**src/rtl/copy_sched_pkg.sv**
```systemverilog
// Shared job type, scheduler states and Avalon register map for the copy-engine job scheduler.
package copy_sched_pkg;

    localparam int JOB_SRC_W = 18;

    typedef struct packed {
        logic [9:0]           x_start;
        logic [9:0]           x_end;
        logic [9:0]           y_start;
        logic [9:0]           y_end;
        logic [JOB_SRC_W-1:0] src;
        logic [1:0]           palette;
        logic                 flip;
    } job_t;

    typedef enum logic [1:0] {
        IDLE,
        RUN,
        RETIRE
    } sched_state_t;

    localparam logic [3:0] REG_X_START  = 4'd0;
    localparam logic [3:0] REG_X_END    = 4'd1;
    localparam logic [3:0] REG_Y_START  = 4'd2;
    localparam logic [3:0] REG_Y_END    = 4'd3;
    localparam logic [3:0] REG_SRC      = 4'd4;
    localparam logic [3:0] REG_PALETTE  = 4'd5;
    localparam logic [3:0] REG_FLIP     = 4'd6;
    localparam logic [3:0] REG_PUSH     = 4'd7;
    localparam logic [3:0] REG_STATUS   = 4'd8;
    localparam logic [3:0] REG_FLUSH    = 4'd9;
    localparam logic [3:0] REG_DONE_CNT = 4'd10;
    localparam logic [3:0] REG_CLR      = 4'd11;

    // Byte-lane merge used for the byte-enabled staging registers.
    function automatic logic [31:0] merge_bytes(input logic [31:0] old_word,
                                                input logic [31:0] new_word,
                                                input logic [3:0]  byte_en);
        logic [31:0] merged;
        for (int i = 0; i < 4; i++) begin
            merged[8*i +: 8] = byte_en[i] ? new_word[8*i +: 8] : old_word[8*i +: 8];
        end
        return merged;
    endfunction

endpackage

```
**src/rtl/copy_job_fifo.sv**
```systemverilog
// Synchronous show-ahead FIFO of copy jobs; a push into a full FIFO is accepted only with a same-cycle pop.
module copy_job_fifo
    import copy_sched_pkg::*;
#(
    parameter int DEPTH = 16,
    localparam int AW   = $clog2(DEPTH)
) (
    input  logic        CLK,
    input  logic        RESET,
    input  logic        push,
    input  logic        pop,
    input  logic        flush,
    input  job_t        push_job,
    output logic        full,
    output logic        empty,
    output logic [AW:0] count,
    output job_t        head
);

    job_t          mem [DEPTH];
    logic [AW-1:0] wr_ptr;
    logic [AW-1:0] rd_ptr;
    logic          do_push;
    logic          do_pop;

    assign empty   = (count == '0);
    assign full    = (count == (AW+1)'(DEPTH));
    assign do_pop  = pop && !empty;
    assign do_push = push && (!full || do_pop);
    assign head    = mem[rd_ptr];

    // Pointers wrap naturally because DEPTH is a power of two.
    always_ff @(posedge CLK) begin
        if (RESET || flush) begin
            wr_ptr <= '0;
            rd_ptr <= '0;
            count  <= '0;
        end else begin
            if (do_push) begin
                wr_ptr <= wr_ptr + AW'(1);
            end
            if (do_pop) begin
                rd_ptr <= rd_ptr + AW'(1);
            end
            case ({do_push, do_pop})
                2'b10:   count <= count + (AW+1)'(1);
                2'b01:   count <= count - (AW+1)'(1);
                default: count <= count;
            endcase
        end
    end

    always_ff @(posedge CLK) begin
        if (do_push) begin
            mem[wr_ptr] <= push_job;
        end
    end

endmodule

```
**src/rtl/copy_job_scheduler.sv**
```systemverilog
// Avalon-MM job queue that feeds the copy engine one job at a time and runs its execute/done handshake.
// Define COPY_SCHED_TIMEOUT_EN to add a per-job watchdog that aborts jobs stuck in RUN.
module copy_job_scheduler
    import copy_sched_pkg::*;
#(
    parameter int DEPTH          = 16,
    parameter int SRC_W          = 18,
    parameter int TIMEOUT_CYCLES = 1000000
) (
    input  logic             CLK,
    input  logic             RESET,
    input  logic             AVL_READ,
    input  logic             AVL_WRITE,
    input  logic             AVL_CS,
    input  logic [3:0]       AVL_BYTE_EN,
    input  logic [3:0]       AVL_ADDR,
    input  logic [31:0]      AVL_WRITEDATA,
    output logic [31:0]      AVL_READDATA,
    output logic [9:0]       dest_x_start,
    output logic [9:0]       dest_x_end,
    output logic [9:0]       dest_y_start,
    output logic [9:0]       dest_y_end,
    output logic [SRC_W-1:0] src_addr_start,
    output logic [1:0]       palette_index,
    output logic             flip_x,
    output logic             engine_execute,
    input  logic             engine_done,
    output logic             busy
);

    localparam int CW = $clog2(DEPTH) + 1;

    sched_state_t         state;
    sched_state_t         state_next;
    job_t                 staged;
    job_t                 active;
    job_t                 fifo_head;
    logic [CW-1:0]        fifo_count;
    logic                 fifo_full;
    logic                 fifo_empty;
    logic                 fifo_pop;
    logic                 overflow_sticky;
    logic                 timeout_sticky;
    logic                 timeout_hit;
    logic                 done_inc;
    logic [15:0]          done_cnt;
    logic [31:0]          reg_word;
    logic [31:0]          status_word;
    logic [JOB_SRC_W-1:0] wr_merged;
    logic                 wr_en;
    logic                 push_req;
    logic                 flush_req;
    logic                 clr_req;
    logic                 done_clr;

    assign wr_en     = AVL_CS && AVL_WRITE;
    assign push_req  = wr_en && (AVL_ADDR == REG_PUSH);
    assign flush_req = wr_en && (AVL_ADDR == REG_FLUSH);
    assign clr_req   = wr_en && (AVL_ADDR == REG_CLR);
    assign done_clr  = wr_en && (AVL_ADDR == REG_DONE_CNT);

    copy_job_fifo #(
        .DEPTH(DEPTH)
    ) u_fifo (
        .CLK      (CLK),
        .RESET    (RESET),
        .push     (push_req),
        .pop      (fifo_pop),
        .flush    (flush_req),
        .push_job (staged),
        .full     (fifo_full),
        .empty    (fifo_empty),
        .count    (fifo_count),
        .head     (fifo_head)
    );

    // A flush aborts the running job without counting it; done wins over a same-cycle timeout.
    always_comb begin
        state_next = state;
        fifo_pop   = 1'b0;
        done_inc   = 1'b0;
        case (state)
            IDLE: begin
                if (!fifo_empty && !flush_req) begin
                    fifo_pop   = 1'b1;
                    state_next = RUN;
                end
            end
            RUN: begin
                if (flush_req) begin
                    state_next = RETIRE;
                end else if (engine_done) begin
                    state_next = RETIRE;
                    done_inc   = 1'b1;
                end else if (timeout_hit) begin
                    state_next = RETIRE;
                end
            end
            RETIRE: begin
                if (!engine_done) begin
                    state_next = IDLE;
                end
            end
            default: state_next = IDLE;
        endcase
    end

    always_ff @(posedge CLK) begin
        if (RESET) begin
            state  <= IDLE;
            active <= '0;
        end else begin
            state <= state_next;
            if (fifo_pop) begin
                active <= fifo_head;
            end
        end
    end

    always_ff @(posedge CLK) begin
        if (RESET) begin
            staged          <= '0;
            overflow_sticky <= 1'b0;
            done_cnt        <= '0;
        end else begin
            if (wr_en) begin
                case (AVL_ADDR)
                    REG_X_START: staged.x_start <= wr_merged[9:0];
                    REG_X_END:   staged.x_end   <= wr_merged[9:0];
                    REG_Y_START: staged.y_start <= wr_merged[9:0];
                    REG_Y_END:   staged.y_end   <= wr_merged[9:0];
                    REG_SRC:     staged.src     <= wr_merged;
                    REG_PALETTE: staged.palette <= wr_merged[1:0];
                    REG_FLIP:    staged.flip    <= wr_merged[0];
                    default:     ;
                endcase
            end
            if (push_req && fifo_full && !fifo_pop) begin
                overflow_sticky <= 1'b1;
            end else if (clr_req && AVL_WRITEDATA[3]) begin
                overflow_sticky <= 1'b0;
            end
            if (done_clr) begin
                done_cnt <= '0;
            end else if (done_inc) begin
                done_cnt <= done_cnt + 16'd1;
            end
        end
    end

`ifdef COPY_SCHED_TIMEOUT_EN
    localparam int TW = $clog2(TIMEOUT_CYCLES + 1);

    logic [TW-1:0] run_cycles;

    always_ff @(posedge CLK) begin
        if (RESET || state != RUN) begin
            run_cycles <= '0;
        end else begin
            run_cycles <= run_cycles + TW'(1);
        end
    end

    assign timeout_hit = (state == RUN) && (run_cycles == TW'(TIMEOUT_CYCLES - 1));

    always_ff @(posedge CLK) begin
        if (RESET) begin
            timeout_sticky <= 1'b0;
        end else if (timeout_hit && !flush_req && !engine_done) begin
            timeout_sticky <= 1'b1;
        end else if (clr_req && AVL_WRITEDATA[4]) begin
            timeout_sticky <= 1'b0;
        end
    end
`else
    assign timeout_hit    = 1'b0;
    assign timeout_sticky = 1'b0;
`endif

    assign status_word = {16'd0, 8'(fifo_count), 3'd0, timeout_sticky,
                          overflow_sticky, busy, fifo_full, fifo_empty};

    // The same mux feeds readback and the old value for byte-enabled staging writes.
    always_comb begin
        reg_word = '0;
        case (AVL_ADDR)
            REG_X_START:  reg_word = 32'(staged.x_start);
            REG_X_END:    reg_word = 32'(staged.x_end);
            REG_Y_START:  reg_word = 32'(staged.y_start);
            REG_Y_END:    reg_word = 32'(staged.y_end);
            REG_SRC:      reg_word = 32'(staged.src);
            REG_PALETTE:  reg_word = 32'(staged.palette);
            REG_FLIP:     reg_word = 32'(staged.flip);
            REG_STATUS:   reg_word = status_word;
            REG_DONE_CNT: reg_word = 32'(done_cnt);
            default:      reg_word = '0;
        endcase
    end

    assign wr_merged    = JOB_SRC_W'(merge_bytes(reg_word, AVL_WRITEDATA, AVL_BYTE_EN));
    assign AVL_READDATA = (AVL_CS && AVL_READ) ? reg_word : '0;

    assign busy           = (state != IDLE) || !fifo_empty;
    assign engine_execute = (state == RUN);
    assign dest_x_start   = active.x_start;
    assign dest_x_end     = active.x_end;
    assign dest_y_start   = active.y_start;
    assign dest_y_end     = active.y_end;
    assign src_addr_start = SRC_W'(active.src);
    assign palette_index  = active.palette;
    assign flip_x         = active.flip;

endmodule

```
**config.mk**
```make
export PLATFORM = sky130hd
export DESIGN_NAME = copy_job_scheduler
export DESIGN_NICKNAME = d
export VERILOG_FILES = /design/src/rtl/copy_sched_pkg.sv /design/src/rtl/copy_job_fifo.sv /design/src/rtl/copy_job_scheduler.sv
export SDC_FILE = /design/constraint.sdc
export NUM_CORES = 1
export LEC_CHECK = 0
export CAP_MARGIN = 20
export CORE_MARGIN = 2
export CORE_UTILIZATION = 40
export CTS_CLUSTER_SIZE = 30
export DETAILED_ROUTE_END_ITERATION = 6
export GPL_TIMING_DRIVEN = 1
export HOLD_SLACK_MARGIN = 0.1
export PLACE_DENSITY = 0.59
export SLEW_MARGIN = 40
export SYNTH_ARGS = -nofsm -noshare
export SYNTH_HDL_FRONTEND = slang
export SYNTH_SLANG_ARGS = --single-unit
export TNS_END_PERCENT = 10
```
**constraint.sdc**
```tcl
create_clock -name CLK -period 7.75 [get_ports CLK]
set_clock_uncertainty 0.15 [all_clocks]
set_input_delay 1.9375 -clock CLK [delete_from_list [all_inputs] [get_ports CLK]]
set_output_delay 1.9375 -clock CLK [all_outputs]
set_load 0.01 [all_outputs]
```
* Yosys cells after proc, flatten, opt, wreduce, memory -nomap -nowiden
Memories as Yosys holds them, arrays and structs flattened. A register that Yosys moved wholly into a read port is not among the register bits.
Index checks and enable logic that the tools add are counted.
W data, S select, Z words.
** Word-level totals
- Flip-flop bits (word level) :: 93
- Bits in latches :: 0
- RAM bits :: 976
- Memory bits (read-only) :: 0
- Output and inout port bits :: 95
- Logic and storage cells :: 92
- Memories kept :: 1
** Memories
- u_fifo.mem :: depth 16, bits a word 61, read ports 1, clocked after memory_dff 1, write ports 1, line copy_job_fifo.sv:20 : job_t mem [DEPTH];
** Cells by class
- Add/sub/neg operators :: 5
- $mul :: 0
- Div/mod/pow operators :: 0
- $lt $le $gt $ge :: 0
- Eq/ne operators :: 19
- Shifts and indexed selects :: 0
- Multiplexer cells :: 20
- Bitwise operators :: 0
- Reduce and logical (&&, ||, !) cells :: 34
** Operator list (number)
- $pmux W18 S9 :: 1
- $mux W32 :: 1
- $add A16 B1 Y16 const B :: 1
- $eq A4 B3 Y1 const B :: 4
- $eq A4 B4 Y1 const B :: 4
- $mux W8 :: 2
- $reduce_and A2 Y1 :: 7
- $logic_and A1 B1 Y1 :: 12
- $mux W2 :: 5
- $pmux W5 S2 :: 1
- $mux W1 :: 9
- $add A4 B1 Y4 const B :: 2
- $eq A4 B2 Y1 const B :: 2
- $pmux W2 S3 :: 1
- $reduce_bool A2 Y1 :: 3
- $add A5 B1 Y5 const B :: 1
- $eq A5 B5 Y1 const B :: 1
- $logic_not A5 Y1 :: 1
- $sub A5 B1 Y5 const B :: 1
- $eq A2 B1 Y1 const B :: 2
- $eq A2 B2 Y1 const B :: 2
- $eq A4 B1 Y1 const B :: 1
- $logic_not A1 Y1 :: 4
- $logic_not A4 Y1 :: 1
- other kinds (6) :: 9

* Logic depth before layout (Yosys ltp)
- Word-level depth :: 11
- Gate-level depth with buffers :: 11
- Gate-level depth less buffers :: 10

* Modules after synthesis
A second synthesis with hierarchy kept.
** Second synthesis, totals
- Cell total of the unflattened synthesis :: 2435
- Area total of the unflattened synthesis :: 43984.7 µm²
** By module, submodules not included
- copy_job_fifo :: times used 1, cells each 1621, area each 37415.9 µm², seq. area each 29648.4 µm²
- copy_job_scheduler :: times used 1, cells each 814, area each 6568.8 µm², seq. area each 2822.7 µm²

* Worst setup path after synthesis
No wires, ideal clock.
- Path type :: input to register
- Start :: in AVL_CS
- End :: mem u_fifo.mem[3][0] in the netlist's numbering (enable)
- Library setup time :: 0.555 ns
- Data arrival time :: 7.282 ns
- Setup slack :: -0.237 ns
- Stages on the path :: 6
- Path buffers :: 1
- Cell sequence :: buf_2 nand2_1 nor3_4 a21boi_2 nand2_1 nor3_1
** Between the ends
- Word-level cells in the longest chain between the ends :: 11
- Elaborated cells between the ends (all ways) :: 12
- Those cells by class :: mux: 4; reduce/logical: 8
** Ends and longest elaborated chain
- start, declared :: line copy_job_scheduler.sv:14 : input logic AVL_CS,
- $logic_and A1 B1 Y1 (*) :: line copy_job_scheduler.sv:56 : assign wr_en = AVL_CS && AVL_WRITE;
- $logic_and A1 B1 Y1 :: line copy_job_scheduler.sv:58 : assign flush_req = wr_en && (AVL_ADDR == REG_FLUSH);
- $logic_not A1 Y1 :: line copy_job_scheduler.sv:84 : if (!fifo_empty && !flush_req) begin
- $logic_and A1 B1 Y1 :: line copy_job_scheduler.sv:84
- $mux W1 :: line copy_job_scheduler.sv:84
- $mux W1 :: line copy_job_scheduler.sv:82 : case (state)
- $logic_and A1 B1 Y1 :: line copy_job_fifo.sv:28 : assign do_pop = pop && !empty;
- $logic_or A1 B1 Y1 :: line copy_job_fifo.sv:29 : assign do_push = push && (!full || do_pop);
- $logic_and A1 B1 Y1 (*) :: line copy_job_fifo.sv:29
- $mux W1 (*) :: line copy_job_fifo.sv:54 : if (do_push) begin
- $mux W1 (not written as such) (*) :: line copy_job_fifo.sv:55 : mem[wr_ptr] <= push_job;
- end, declared :: line copy_job_fifo.sv:20
Mark *: on every way between the ends. The rest lies on a longest branch, timed or not.

* Worst setup path after layout
- Start :: in AVL_ADDR[3]
- End :: out AVL_READDATA[9]
** Between the ends
- Word-level cells in the longest chain between the ends :: 3
- Elaborated cells between the ends (all ways) :: 11
- Those cells by class :: eq/ne: 8; mux: 2; reduce/logical: 1
** Ends and longest elaborated chain
- start, declared :: line copy_job_scheduler.sv:16 : input logic [3:0] AVL_ADDR,
- $eq A4 B4 Y1 (tied with other cells) :: line copy_job_scheduler.sv:186 : case (AVL_ADDR)
- $pmux W18 S9 (*) :: line copy_job_scheduler.sv:186
- $mux W32 (*) :: line copy_job_scheduler.sv:201 : assign AVL_READDATA = (AVL_CS && AVL_READ) ? reg_word : '0;
- end, declared :: line copy_job_scheduler.sv:18 : output logic [31:0] AVL_READDATA,
Marked as above.

==> results.md <==
* Register-to-register setup slack at between 4 and 5 ns
* Total Wirelength at approximately 110000 um
* Reg2Reg Capture Point: dest_y_start[4]
* Post-CTS Hold Buffers at 0
* Setup bufs post-CTS at 0
* Reg2reg path depth at 6
* Gpl congestion at 0.856
* Mapped Cells at about 2200
* Clk buf depth at 3
* Wire per inst at ~28 um
* RSZ-0062 raised after global routing: false
* Number of buffers created by CTS at 111
* Crit Reg-Reg Startpoint: u_fifo.rd_ptr[0]
* Final Max Slew Viols at 0
* Filler cells at 8729
* Die ar. at 111000 um^2
* Largest net degree at the start of global routing at 134
* VDD IR max at 0.000178 V
* Core Box Area at approximately 110000 um^2
* Rows at 120
* Sink Count at 1130
* Worst-Skew Late Latency at 0.68 ns
* Post-DP HPWL at roughly 58000 um
* Initial antenna violation count at 5
* Netlist Area Pre-Place at roughly 43000 um^2
* Global route overflow at 0
* H-tree levels at 3
* Critical path class: primary input to output port
* Fin cells at roughly 3800
* Status: completed
* Root Driver: clkbuf_16
* Top FF cell, synth: edfxtp_1
* Final setup fails at 0
* Final hold violations at 0
* Max-cap viol count at 0
* # diodes at 0
* Multi-input logic area at about 10000 um^2
* First-pass GRT wire length at 152000 um
* Crit-path max FO at 20
* Fmax at approximately 0.14 GHz
* Most common cell after layout, fill and taps aside: edfxtp_1
* Slew @ Worst Pin at 0.946 ns
* FF+latch area at 32400 um^2
* Tightest Hold Check Type: flop to flop
* Die H at 333 um
* Tot GR Track Use at 0.190
* Syn Area/Cell at a little over 20 um^2
* CP arrival at 5.08 ns
* Initial DRC count at 2191
* Tmin final at 7.16 ns
* Hold path depth at 1
* Worst Path Required at 5.66 ns
* Worst hold slack at 0.329 ns
* Ports at 141
* Area Growth Syn to Fin at 15.6%
* Placed cells at roughly 3600
* Vias per Instance at 5.64
* Netlist cell types at 63
* Final period utilization at 0.924
* Die Wd at 333 um
* Crit. End Element: output port
* Initial Utilization at 0.404
* FFs w/ async S/R, synth at 0
* Total number of yosys warnings at 0
* Pre-Repair DR Iteration Count at 7
* Leakage at about 15 nW
* Most frequent cells in the layout: edfxtp_1 (976), mux4_2 (306), nand2_1 (153), dfxtp_1 (146), clkbuf_16 (113)
* CTS tree: yes
* Worst-path clk slew at ~0.06 ns
* Pwr/cell area at 289 nW/um^2
* Synth Register Bits at 1130
* Sequential-to-total area share from yosys stat at 0.747
* I/O Buffers at approximately 110
* EDFF count, synth at about 1000
* Fin nets at 2371
* Number of remaining DRC errors at 0
* Post-route antenna net violation count at 0
* Vias in the first global route at ~22000
* Hold path start: src_addr_start[6]
* Worst setup SP type: primary input
* Slew headroom at 0.363
* Share of layout cells above drive strength 1 at 0.241
* Detailed-route via count at ~22000
* Post_cts resized at 0
* Worst Hold End: src_addr_start[6]
==> flip-flops by register name (all words and copies together) (netlist names), 4 cells and up <==
name            cells
dest_y_end         10
u_fifo.rd_ptr       4
dest_x_start       10
u_fifo.wr_ptr       4
src_addr_start     18
dest_y_start       10
u_fifo.mem        976
u_fifo.count        5
staged             61
done_cnt           16
dest_x_end         10
==> worst max path at each step <==
stage                     start          endpoint  slack [ns]  cells after the start
finish              AVL_ADDR[3]   AVL_READDATA[9]        0.59                      8
global route        AVL_ADDR[3]   AVL_READDATA[9]        0.57                      8
CTS                 AVL_ADDR[3]   AVL_READDATA[9]        0.68                      8
detailed placement  AVL_ADDR[3]   AVL_READDATA[9]        0.70                      8
global placement    AVL_ADDR[3]   AVL_READDATA[9]        0.71                      8
floorplan                AVL_CS  u_fifo.mem[0][0]       -0.20                      6
==> power by group <==
group | internal (mW) | total (mW) | switching (mW) | leakage [nW]
logic | 1.16 | 2.32 | 1.16 | 3.43
registers | 6.63 | 6.75 | 0.125 | 10.1
clock network | 3.17 | 5.42 | 2.25 | 1.81
==> layer usage <==
metal / track usage / wire, um / vias to the layer above
met3: 0.0363 / 7440 / 154
met4: 0.0538 / 2410 / 4
li1: - / - / 9143
met2: 0.301 / 49900 / 755
met5: 0 / 26 / -
met1: 0.268 / 46100 / 11500
==> worst max-delay path: stages <==
cell,delay (ns)
clkdlybuf4s50_1,0.82
buf_4,0.38
or3b_2,0.49
o22ai_1,0.25
a211oi_1,0.10
nor2_1,0.31
buf_4,0.23
clkdlybuf4s50_1,0.55
==> stage by stage <==
step / TNS [ns] / area, um^2 / util / worst slack (ns) / power (mW)
after floorplan: -37.18 / 43400 / - / -0.204 / 8.49
after CTS: 0 / 50100 / 0.467 / 0.676 / 14.7
final: 0 / 50100 / 0.467 / 0.587 / 14.5
after global placement: 0 / 46200 / 0.431 / 0.714 / 9.18
after global routing: 0 / 50100 / 0.467 / 0.570 / 15.0
after detailed placement: 0 / 46400 / 0.432 / 0.695 / 9.25
==> final cells by class <==
cell class / instances / area share
clock buffer: 150 / 0.0620
timing repair buffer: 168 / 0.0351
clock inverter: 55 / 0.0117
multi-input combinational: 894 / 0.209
inverter: 12 / 0.000898
sequential: 1130 / 0.646
tap: 1403 / 0.0350
==> cell families (layout without fill, tap and decap cells) <==
kind of cell               after synthesis  after routing  share of synthesized area
other                                    1             14                  0.0000864
AOI/OAI and AO/OA                      198            198                     0.0320
buffers and inverters                  145            385                     0.0162
and+or+nand+nor                        324            324                     0.0343
DFF                                   1130           1130                      0.747
xor gates and xnor gates                25             25                    0.00505
adders and majority gates                8              8                    0.00231
muxes                                  325            325                      0.163
==> Yosys cell counts (all sizes together) (2+ instances only) <==
cell type	count	area [um^2]
nand2	153	574
and3	3	18.8
nor2b	3	18.8
a22o	63	552
or3	2	12.5
or3b	3	26.3
a21oi	75	375
nor3b	3	22.5
o311a	2	20.0
and2	7	43.8
nand3	9	45.0
a31oi	12	75.1
nor4	6	37.5
mux2i	14	140
a21o	3	22.5
a32oi	2	17.5
edfxtp	976	29300
or4bb	2	22.5
a22oi	6	45.0
nand4b	5	43.8
and4	3	26.3
ha	8	100
or2	4	25.0
a41oi	2	25.0
nand2b	9	56.3
nor3	10	66.3
xor2	19	166
xnor2	6	52.6
o211a	2	20.0
buf	66	403
nor2	86	330
a211oi	5	42.5
dfxtp	154	3080
o21ai	10	50.0
mux2	5	56.3
nand3b	9	67.6
clkbuf	67	254
inv	12	45.0
o22ai	7	43.8
mux4	306	6890
nand4	6	37.5
Note: power is estimated with default switching activity, not from simulation.
